==> config.mk <==
export PLATFORM = sky130hd
export DESIGN_NAME = vertex_fetch_ctrl
export DESIGN_NICKNAME = d
export VERILOG_FILES = /design/src/rtl/vertex_fetch_ctrl.sv
export SDC_FILE = /design/constraint.sdc
export NUM_CORES = 1
export LEC_CHECK = 0
export ABC_AREA = 1
export CORE_MARGIN = 8
export CORE_UTILIZATION = 53
export CTS_CLUSTER_DIAMETER = 50
export DETAILED_ROUTE_END_ITERATION = 12
export PLACE_DENSITY_LB_ADDON = 0.25
export REMOVE_ABC_BUFFERS = 1
export SYNTH_ARGS = -nofsm -noshare
export SYNTH_HDL_FRONTEND = slang
export SYNTH_SLANG_ARGS = --single-unit
==> constraint.sdc <==
create_clock -name clk_i -period 8.5 [get_ports clk_i]
set_input_delay 2.55 -clock clk_i [delete_from_list [all_inputs] [get_ports clk_i]]
set_output_delay 2.55 -clock clk_i [all_outputs]
set_load 0.005 [all_outputs]
==> src/rtl/vertex_fetch_ctrl.sv <==
// Walks the primitive ROM, gathering WORDS_PER_PRIM words per primitive into a valid/ready bundle.
// Latency: 4 fetch cycles + 1 present cycle per primitive; bundle held stable while not ready.
module vertex_fetch_ctrl #(
    parameter int ADDR_W         = 4,
    parameter int DATA_W         = 24,
    parameter int WORDS_PER_PRIM = 4,
    parameter int NUM_PRIM       = 4,
    localparam int IDX_W  = (NUM_PRIM > 1) ? $clog2(NUM_PRIM) : 1,
    localparam int WORD_W = (WORDS_PER_PRIM > 1) ? $clog2(WORDS_PER_PRIM) : 1
) (
    input  logic              clk_i,
    input  logic              rst_i,
    input  logic              start_i,
    output logic [ADDR_W-1:0] rom_addr_o,
    input  logic [DATA_W-1:0] rom_data_i,
    output logic              prim_valid_o,
    input  logic              prim_ready_i,
    output logic [DATA_W-1:0] prim_v0_o,
    output logic [DATA_W-1:0] prim_v1_o,
    output logic [DATA_W-1:0] prim_v2_o,
    output logic [DATA_W-1:0] prim_attr_o,
    output logic [IDX_W-1:0]  prim_idx_o,
    output logic              prim_degen_o,
    output logic              busy_o,
    output logic              done_o
);

    typedef enum logic [1:0] {
        S_IDLE,
        S_FETCH,
        S_PRESENT,
        S_DONE
    } state_t;

    state_t              state_q, state_d;
    logic [IDX_W-1:0]    prim_q, prim_d;
    logic [WORD_W-1:0]   word_q, word_d;
    logic [DATA_W-1:0]   slot_q [WORDS_PER_PRIM];
    logic [DATA_W-1:0]   slot_d [WORDS_PER_PRIM];

    always_ff @(posedge clk_i or posedge rst_i) begin
        if (rst_i) begin
            state_q <= S_IDLE;
            prim_q  <= '0;
            word_q  <= '0;
            for (int i = 0; i < WORDS_PER_PRIM; i++) begin
                slot_q[i] <= '0;
            end
        end else begin
            state_q <= state_d;
            prim_q  <= prim_d;
            word_q  <= word_d;
            for (int i = 0; i < WORDS_PER_PRIM; i++) begin
                slot_q[i] <= slot_d[i];
            end
        end
    end

    always_comb begin
        state_d = state_q;
        prim_d  = prim_q;
        word_d  = word_q;
        for (int i = 0; i < WORDS_PER_PRIM; i++) begin
            slot_d[i] = slot_q[i];
        end
        rom_addr_o   = '0;
        prim_valid_o = 1'b0;
        done_o       = 1'b0;
        busy_o       = (state_q != S_IDLE);

        case (state_q)
            S_IDLE: begin
                if (start_i) begin
                    state_d = S_FETCH;
                    prim_d  = '0;
                    word_d  = '0;
                end
            end
            S_FETCH: begin
                // Address depends only on registered counters, never on prim_ready_i.
                rom_addr_o = ADDR_W'(prim_q) * ADDR_W'(WORDS_PER_PRIM) + ADDR_W'(word_q);
                slot_d[word_q] = rom_data_i;
                if (word_q == WORD_W'(WORDS_PER_PRIM - 1)) begin
                    state_d = S_PRESENT;
                end else begin
                    word_d = word_q + WORD_W'(1);
                end
            end
            S_PRESENT: begin
                prim_valid_o = 1'b1;
                if (prim_ready_i) begin
                    if (prim_q == IDX_W'(NUM_PRIM - 1)) begin
                        state_d = S_DONE;
                    end else begin
                        prim_d  = prim_q + IDX_W'(1);
                        word_d  = '0;
                        state_d = S_FETCH;
                    end
                end
            end
            S_DONE: begin
                done_o  = 1'b1;
                state_d = S_IDLE;
            end
            default: begin
                state_d = S_IDLE;
            end
        endcase
    end

    assign prim_v0_o   = slot_q[0];
    assign prim_v1_o   = slot_q[1];
    assign prim_v2_o   = slot_q[2];
    assign prim_attr_o = slot_q[3];
    assign prim_idx_o  = prim_q;

    // Gated by valid so the flag never reflects a half-refilled bundle during FETCH.
    assign prim_degen_o = prim_valid_o &&
                          ((slot_q[0] == slot_q[1]) ||
                           (slot_q[0] == slot_q[2]) ||
                           (slot_q[1] == slot_q[2]));

endmodule

=== Yosys cells after proc, flatten, opt, wreduce, memory -nomap -nowiden ===
Cells that the tools add are included.
Widths: inputs -> output; s select.

* $add $sub $neg: 3
* Order comparisons: 2
* Eq/ne operators: 13
* Mux-type cells: 19
* Bitwise logic cells: 1
* Reductions and logical operators: 11

{| class="wikitable"
|+ Operators with widths
! kind !! number
|-
| $bwmux 96 || 1
|-
| $eq 24x24->1 || 3
|-
| $demux 24 s2 || 1
|-
| $mux 24 || 1
|-
| $mux 2 || 10
|-
| $ne 2x2->1 const B || 5
|-
| $eq 2x2->1 const B || 4
|-
| $pmux 2 s4 || 1
|-
| $pmux 2 s3 || 1
|-
| $reduce_and 5->1 || 1
|-
| $add 2x1->2 const B || 2
|-
| $add 4x2->4 || 1
|-
| $mux 4 || 1
|-
| $pmux 2 s2 || 1
|-
| $reduce_and 4->1 || 1
|-
| $reduce_bool 2->1 || 2
|-
| $ge 3x3->1 const B || 1
|-
| $lt 3x1->1 const B || 1
|-
| $not 2->3 || 1
|-
| $reduce_and 3->1 || 1
|-
| $reduce_bool 3->1 || 1
|-
| $eq 2x1->1 const B || 1
|-
| $logic_and 1x1->1 || 2
|-
| $logic_not 2->1 || 1
|-
| other kinds (2) || 4
|}

* Register bits: 102
* Bits of input ports: 28
* Output and inout port bits: 106

=== Depth between registers and ports, before layout ===
Gate-level depths: netlist of run 1.

* Depth in word-level cells: 6
* Gate-level depth with buffers: 10
* Mapped depth without buffers: 10

=== Worst setup path before layout of run 1 ===
OpenSTA, ideal clock, no wires.

* Path type: reg-to-output
* From: register slot_q, in the netlist prim_v2_o[13]
* To: output port prim_degen_o
* Arrival time: 1031 ps
* Slack: 4919 ps
* Cell stages (with the launch flop): 9
* Buffers on the path: 0
* Cell sequence: dfrtp_1 xor2_1 nor2_1 nand2_1 nor2_1 nand3_1 nand3_1 nand2_1 inv_1

* Longest elaborated chain between the ends: 4
* Elaborated cells between the ends (all ways): 5

{| class="wikitable"
|+ Ends and longest elaborated chain
! item !! RTL line !! source
|-
| from (decl) || 38 || <nowiki>logic [DATA_W-1:0] slot_q [WORDS_PER_PRIM];</nowiki>
|-
| from (signal, indexed assignment) || 54 || <nowiki>slot_q[i] <= slot_d[i];</nowiki>
|-
| $eq 24x24->1 || 120 || <nowiki>(slot_q[0] == slot_q[2]) ||</nowiki>
|-
| $logic_or 1x1->1 || 119 || <nowiki>((slot_q[0] == slot_q[1]) ||</nowiki>
|-
| $logic_or 1x1->1 (*) || 120 ||
|-
| $logic_and 1x1->1 (*) || 118 || <nowiki>assign prim_degen_o = prim_valid_o &&</nowiki>
|-
| to (decl) || 23 || <nowiki>output logic prim_degen_o,</nowiki>
|}

Mark *: on every way between the ends. The rest lies on a longest branch, timed or not.

=== Worst setup path in the final report of run 1 ===
* From: register slot_q, in the netlist prim_v1_o[15]
* To: output port prim_degen_o

* Longest elaborated chain between the ends: 4
* Elaborated cells between the ends (all ways): 5

{| class="wikitable"
|+ Ends and longest elaborated chain
! item !! RTL line
|-
| $eq 24x24->1 || 119
|-
| $logic_or 1x1->1 || 119
|-
| $logic_or 1x1->1 (*) || 120
|-
| $logic_and 1x1->1 (*) || 118
|}

Marks and branches as above.

==> summary.md, run 1 <==
| Metric | Value |
|---|---|
| Antenna violations before repair | `0` |
| Ant. Diodes | `0` |
| Max IR drop VDD | `0.2406 mV` |
| Cell area after layout | `6830 um2` |
| Synth cell types | `22` |
| Total gr overflow | `0` |
| Max Slew Vio Count | `0` |
| Largest net degree at the start of global routing | `54` |
| H-tree levels | `3` |
| Share of cells above drive strength 1 | `4.988%` |
| Worst path max stage delay | `0.49 ns` |
| Mapped Area | `5303 um2` |
| CP bufs+invs | `3` |
| Worst Path Required | `5.95 ns` |
| Setup TNS | `0 ns` |
| First-pass GRT wire length | `22,650 um` |
| Max Clk Rate | `205.9 MHz` |
| Cells after Synth | `713` |
| Core Rows | `36` |
| Sequential cell area fraction in the yosys report | `48.14%` |
| Nets | `871` |
| Worst setup SP type | `register` |
| Antenna-violating nets left | `0` |
| Maxcap violations | `0` |
| Max-slew headroom | `44.21%` |
| CTS Buffer Depth | `2` |
| Outcome | `complete, no violations` |
| Core outline area | `9729 um2` |
| Residual DRC | `0` |
| Max stage delay cell, worst path | `clkdlybuf4s50_1` |
| Root buffer cell | `clkbuf_8` |
| Overall routing resource usage | `21.34%` |
| Worst path most repeated cell | `nand2_1` |
| # setup viols final | `0` |
| CTS tree | `yes` |
| Clock Skew | `0.004875 ns` |
| Mean area per synthesized cell | `7.437 um2` |
| Hold Path Class | `reg -> reg` |
| Post-DP Area | `6644 um2` |
| Layout Area Growth over Synthesis | `28.81%` |
| Post_cts resized | `0` |
| # port buffers | `133` |
| Worst setup EP type | `primary output` |
| Synthesis Warnings | `0` |
| Cells along the critical path | `inv_1 > nand2_1 > nand2_1 > nor2_1 > nand2_1 > nor2_1 > nand3_1 > nand3_1 > nand2_1 > inv_1 > clkdlybuf4s50_1` |
| Hold-fix buffers, CTS | `0` |
| Tcrit/Tclk final | `57.13%` |
| DP HPWL | `10,160 um` |
| Setup repair after global routing missed its margin | `false` |
| Crit Path Class | `reg -> out` |
| Pwr per Cell Area | `406.2 nW/um2` |
| WP data arrival | `2.31 ns` |
| Synth top area share | `48.14%` |
| CP max FO | `5` |
| FF+latch count, synth | `102` |
| Worst-path clk slew | `0.09 ns` |
| Routability Congestion | `0.7978` |
| Wirelength per Cell | `14.34 um` |
| Final wirelength | `13,980 um` |
| Area leader, netlist | `dfrtp_1` |
| Worst-Margin Slew | `0.8357 ns` |
| Final Hold Fails | `0` |
| Largest cells by area after synthesis | `dfrtp_1 (48%), nand2_1 (21%), inv_1 (7.3%)` |
| R2R setup slack | `6.54 ns` |
| Clk Latency, worst-skew pair | `0.36 ns` |
| Die width | `116.0 um` |
| Via count | `4,813` |
| Die extent in y | `116.0 um` |
| Pleak | `3.570 nW` |
| Die area | `13,460 um2` |
| Cell family with most CP delay | `simple AND/OR/NAND/NOR gates` |
| Tmin final | `4.856 ns` |
| Clk sinks | `102` |
| Post-CTS Setup Inserts | `0` |
| Via count of the first global-routing pass | `4,868` |
| Io pins | `134` |
| Num CTS Buffers | `9` |
| DR vias/cell | `4.936` |
| Drt first-iter violations | `326` |
| Drt first pass iters | `5` |
| Initial Util | `54.50%` |
## worst paths after layout
path,cells past startpoint,endpoint,start
min,2,prim_attr_o[8]$_DFFE_PP0P_,prim_attr_o[8]$_DFFE_PP0P_
min in group asynchronous,2,prim_v0_o[19]$_DFFE_PP0P_,rst_i
min reg2reg,2,prim_attr_o[8]$_DFFE_PP0P_,prim_attr_o[8]$_DFFE_PP0P_
max in group asynchronous,3,prim_v1_o[20]$_DFFE_PP0P_,rst_i
max,11,prim_degen_o,prim_v1_o[15]$_DFFE_PP0P_
max reg2reg,7,word_q[0]$_DFFE_PP0P_,word_q[0]$_DFFE_PP0P_
## registers in the layout (all words and copies together) (netlist names)
name / flops
prim_attr_o: 24
prim_v0_o: 24
prim_v1_o: 24
prim_v2_o: 24
prim_idx_o: 2
state_q: 2
word_q: 2
## cell usage in the layout, fill, tap and decap left out, types with 13 or more instances in the layout
| cell type | n |
|---|---|
| nor2_1 | 51 |
| o21ai_2 | 17 |
| clkdlybuf4s50_1 | 133 |
| o21ai_0 | 29 |
| inv_1 | 102 |
| clkbuf_8 | 13 |
| dfrtp_1 | 102 |
| nand2_1 | 297 |
| o21ai_1 | 54 |
| xor2_1 | 13 |
## power breakdown
| group | switching (mW) | total (mW) | internal [mW] |
|---|---|---|---|
| clock | 0.159 | 0.297 | 0.138 |
| sequential | 0.282 | 1.01 | 0.728 |
| combinational | 0.727 | 1.47 | 0.740 |
| total | 1.17 | 2.77 | 1.61 |
## final cells by class
| cell class | count | area [um2] |
|---|---|---|
| Clock buffer | 15 | 186.4 |
| Sequential cell | 102 | 2552 |
| Fill cell | 817 | 2899 |
| Timing Repair Buffer | 134 | 1339 |
| Inverter | 105 | 401.6 |
| Tap cell | 133 | 166.4 |
| Multi-Input combinational cell | 486 | 2185 |
## logic make-up after synthesis
group | Yosys count | synth area share (%)
fa+ha+maj | 5 | 1.180
flops | 102 | 48.14
compound gates | 102 | 10.83
xor+xnor | 13 | 2.147
simple gates | 366 | 27.04
buf+inv | 125 | 10.67
## through the flow
| step | util [%] | instances | power, mW | worst slack (ns) | hold WS (ns) |
|---|---|---|---|---|---|
| finish | 70.20 | 975 | 2.774 | 3.644 | 0.4925 |
| global route | 70.20 | 975 | 3.025 | 3.411 | 0.5209 |
| CTS | 70.20 | 975 | 2.792 | 3.642 | 0.4953 |
| detailed placement | 68.29 | 960 | 2.488 | 4.059 | 0.4740 |
| global placement | 68.29 | 960 | 2.407 | 4.109 | 0.4616 |
| floorplan | - | 693 | 1.736 | 3.275 | 0.4763 |
## worst register-to-register path, stage by stage, from the launching register on
cell	delay, ns
dfrtp_1	0.44
ha_1	0.23
inv_1	0.10
nor2_2	0.05
inv_2	0.60
nand4_1	0.24
nand2_1	0.13
o21ai_2	0.06
## layer usage
metal | wire length (um) | GRT usage [%]
met1 | 5841 | 24.37
met2 | 6987 | 37.65
met3 | 871 | 5.628
met4 | 280 | 7.433
met5 | 0 | 0
## synthesized netlist by cell type
| cell | count |
|---|---|
| a21oi_1 | 2 |
| nor2_2 | 2 |
| inv_2 | 1 |
| nor2_4 | 1 |
| nand3_1 | 8 |
| dfrtp_1 | 102 |
| nor2_1 | 51 |
| buf_2 | 7 |
| buf_6 | 11 |
| o21ai_0 | 29 |
| or2_1 | 1 |
| inv_6 | 1 |
| xor2_1 | 13 |
| clkbuf_1 | 2 |
| nand2_1 | 297 |
| o21ai_2 | 17 |
| inv_1 | 103 |
| nand4_1 | 1 |
| nand2_2 | 1 |
| ha_1 | 5 |
| o21ai_1 | 54 |
| nand2_4 | 4 |
Note: power is estimated with default switching activity, not from simulation.
==> inputs of run 2 (changes only) <==
--- a/config.mk
+++ b/config.mk
@@ -7,7 +7,7 @@
 export LEC_CHECK = 0
 export ABC_AREA = 1
 export CORE_MARGIN = 8
-export CORE_UTILIZATION = 53
+export CORE_UTILIZATION = 45
 export CTS_CLUSTER_DIAMETER = 50
 export DETAILED_ROUTE_END_ITERATION = 12
 export PLACE_DENSITY_LB_ADDON = 0.25
==> constraint.sdc (replaced) <==
create_clock -name clk_i -period 4.3 [get_ports clk_i]
set_input_delay 1.29 -clock clk_i [delete_from_list [all_inputs] [get_ports clk_i]]
set_output_delay 1.29 -clock clk_i [all_outputs]
set_load 0.005 [all_outputs]
==> summary.md, run 2 (synthesis results as in run 1) <==
| Metric | Value |
|---|---|
| Worst setup SP type | `register` |
| Residual DRC | `0` |
| Outcome | `complete, no violations` |
| Hold-fix buffers, CTS | `0` |
| DR vias/cell | `4.826` |
| Tcrit/Tclk final | `82.26%` |
| DP HPWL | `10,100 um` |
| Post-CTS Setup Inserts | `0` |
| WP data arrival | `2.25 ns` |
| Crit Path Class | `reg -> out` |
| Core Rows | `39` |
| Setup TNS | `0 ns` |
| Clk sinks | `102` |
| Metal3 WL | `840 um` |
| Antenna-violating nets left | `0` |
| Die extent in y | `124.6 um` |
| Worst-path clk slew | `0.07 ns` |
| Nets | `871` |
| Drt first pass iters | `4` |
| Worst setup EP type | `primary output` |
| CTS Buffer Depth | `2` |
| Hold Path Class | `reg -> reg` |
| Wirelength per Cell | `14.34 um` |
| Core outline area | `11,470 um2` |
| Post_cts resized | `0` |
| Max Slew Vio Count | `0` |
| Pleak | `3.620 nW` |
| Routed wire length on met2 | `7002 um` |
| Die area | `15,510 um2` |
| Num CTS Buffers | `9` |
| Routability Congestion | `0.7788` |
| Pwr per Cell Area | `818.2 nW/um2` |
| Setup repair after global routing missed its margin | `false` |
| Ant. Diodes | `0` |
| Max IR drop VDD | `0.5135 mV` |
| CTS tree | `yes` |
| # fillers | `1,033` |
| Share of cells above drive strength 1 | `5.107%` |
| Clock Skew | `0.003219 ns` |
| Maxcap violations | `0` |
| Via count of the first global-routing pass | `4,781` |
| Register area | `2552 um2` |
| Io pins | `134` |
| Overall routing resource usage | `18.27%` |
| Max Clk Rate | `282.7 MHz` |
| Antenna violations before repair | `0` |
| CP max FO | `5` |
| H-tree levels | `3` |
| Initial Util | `46.24%` |
| Final Hold Fails | `0` |
| Root buffer cell | `clkbuf_16` |
| Worst Path Required | `3.01 ns` |
| Clk Latency, worst-skew pair | `0.34 ns` |
| Cell area after layout | `6959 um2` |
| Drt first-iter violations | `266` |
| Tmin final | `3.537 ns` |
| First-pass GRT wire length | `23,520 um` |
| Die width | `124.6 um` |
| # port buffers | `133` |
| Max-slew headroom | `42.05%` |
| Highest metal used | `met4` |
| Total gr overflow | `0` |
| Post-DP Area | `6669 um2` |
| Most frequent cells in the layout | `nand2_1 (297), clkdlybuf4s50_1 (133), inv_1 (102), dfrtp_1 (102), o21ai_1 (54)` |
| Area of the multi-input gates | `2185 um2` |
| Final wirelength | `14,120 um` |
| Via count | `4,754` |
| Largest net degree at the start of global routing | `57` |
| Worst-Margin Slew | `0.8680 ns` |
| Layout Area Growth over Synthesis | `31.24%` |
| # setup viols final | `0` |
| Commonest non-fill, non-tap cell in the layout | `nand2_1` |
| Routed length on met1 | `6113 um` |
==> run 2: cell count changes in the layout (fill, tap and decap cells not counted) <==
| cell | previous run | this run |
|---|---|---|
| buf_4 | 1 | 0 |
| buf_12 | 0 | 1 |
| clkbuf_16 | 0 | 9 |
| clkbuf_1 | 2 | 1 |
| bufinv_16 | 0 | 1 |
| clkinvlp_4 | 0 | 1 |
| clkbuf_8 | 13 | 1 |
| clkinv_2 | 0 | 2 |
==> run 2: where the power goes <==
part           switching [mW]  internal (mW)
clock network           0.350          0.462
logic                    1.41           1.46
registers               0.564           1.44
total                    2.33           3.37
==> run 2: area by class of cell <==
class	instances	area share, %
inverters	105	5.771
flip-flops and latches	102	36.68
well taps	143	2.571
repair buffers	134	19.42
clock inverters	4	0.6832
clock buffers	11	3.488
multi-input cells	486	31.39
==> run 2: stage by stage <==
| step | std cells | total power [mW] | hold WS (ns) | utilization (%) | setup slack (ns) |
|---|---|---|---|---|---|
| 3_5_place_dp | 970 | 4.921 | 0.4728 | 58.16 | 1.130 |
| 3_3_place_gp | 970 | 4.789 | 0.4636 | 58.16 | 1.177 |
| 5_1_grt | 985 | 6.224 | 0.5109 | 60.69 | 0.6062 |
| 4_1_cts | 985 | 5.759 | 0.4893 | 60.69 | 0.7176 |
| 2_1_floorplan | 693 | 3.431 | 0.4763 | - | 0.3345 |
| 6_report | 985 | 5.694 | 0.4830 | 60.69 | 0.7629 |
==> run 2: path summary, 6_finish.rpt <==
path	start	end	slack, ns	depth (start not counted)
worst max-delay path	prim_v1_o[19]$_DFFE_PP0P_	prim_degen_o	0.76	11
max in group asynchronous	rst_i	prim_v2_o[14]$_DFFE_PP0P_	2.18	3
min in group asynchronous	rst_i	prim_attr_o[18]$_DFFE_PP0P_	1.42	2
worst min-delay path	prim_attr_o[15]$_DFFE_PP0P_	prim_attr_o[15]$_DFFE_PP0P_	0.48	2
worst min register to register	prim_attr_o[15]$_DFFE_PP0P_	prim_attr_o[15]$_DFFE_PP0P_	0.48	2
worst max register to register	word_q[0]$_DFFE_PP0P_	word_q[0]$_DFFE_PP0P_	2.36	7
==> run 2: metal layers <==
metal | global-route usage, % | up-vias
met4 | 5.315 | 0
li1 | - | 2406
met1 | 21.61 | 2229
met2 | 31.61 | 106
met5 | 0 | -
met3 | 4.979 | 13
==> run 2: worst max-delay path, stage by stage (launching register included) <==
cell	delay (ns)
dfrtp_1	0.45
inv_1	0.08
nand2_1	0.06
nand2_1	0.05
nor2_1	0.13
nand2_1	0.09
nor2_1	0.15
nand3_1	0.10
nand3_1	0.17
nand2_1	0.07
inv_1	0.06
clkdlybuf4s50_1	0.49
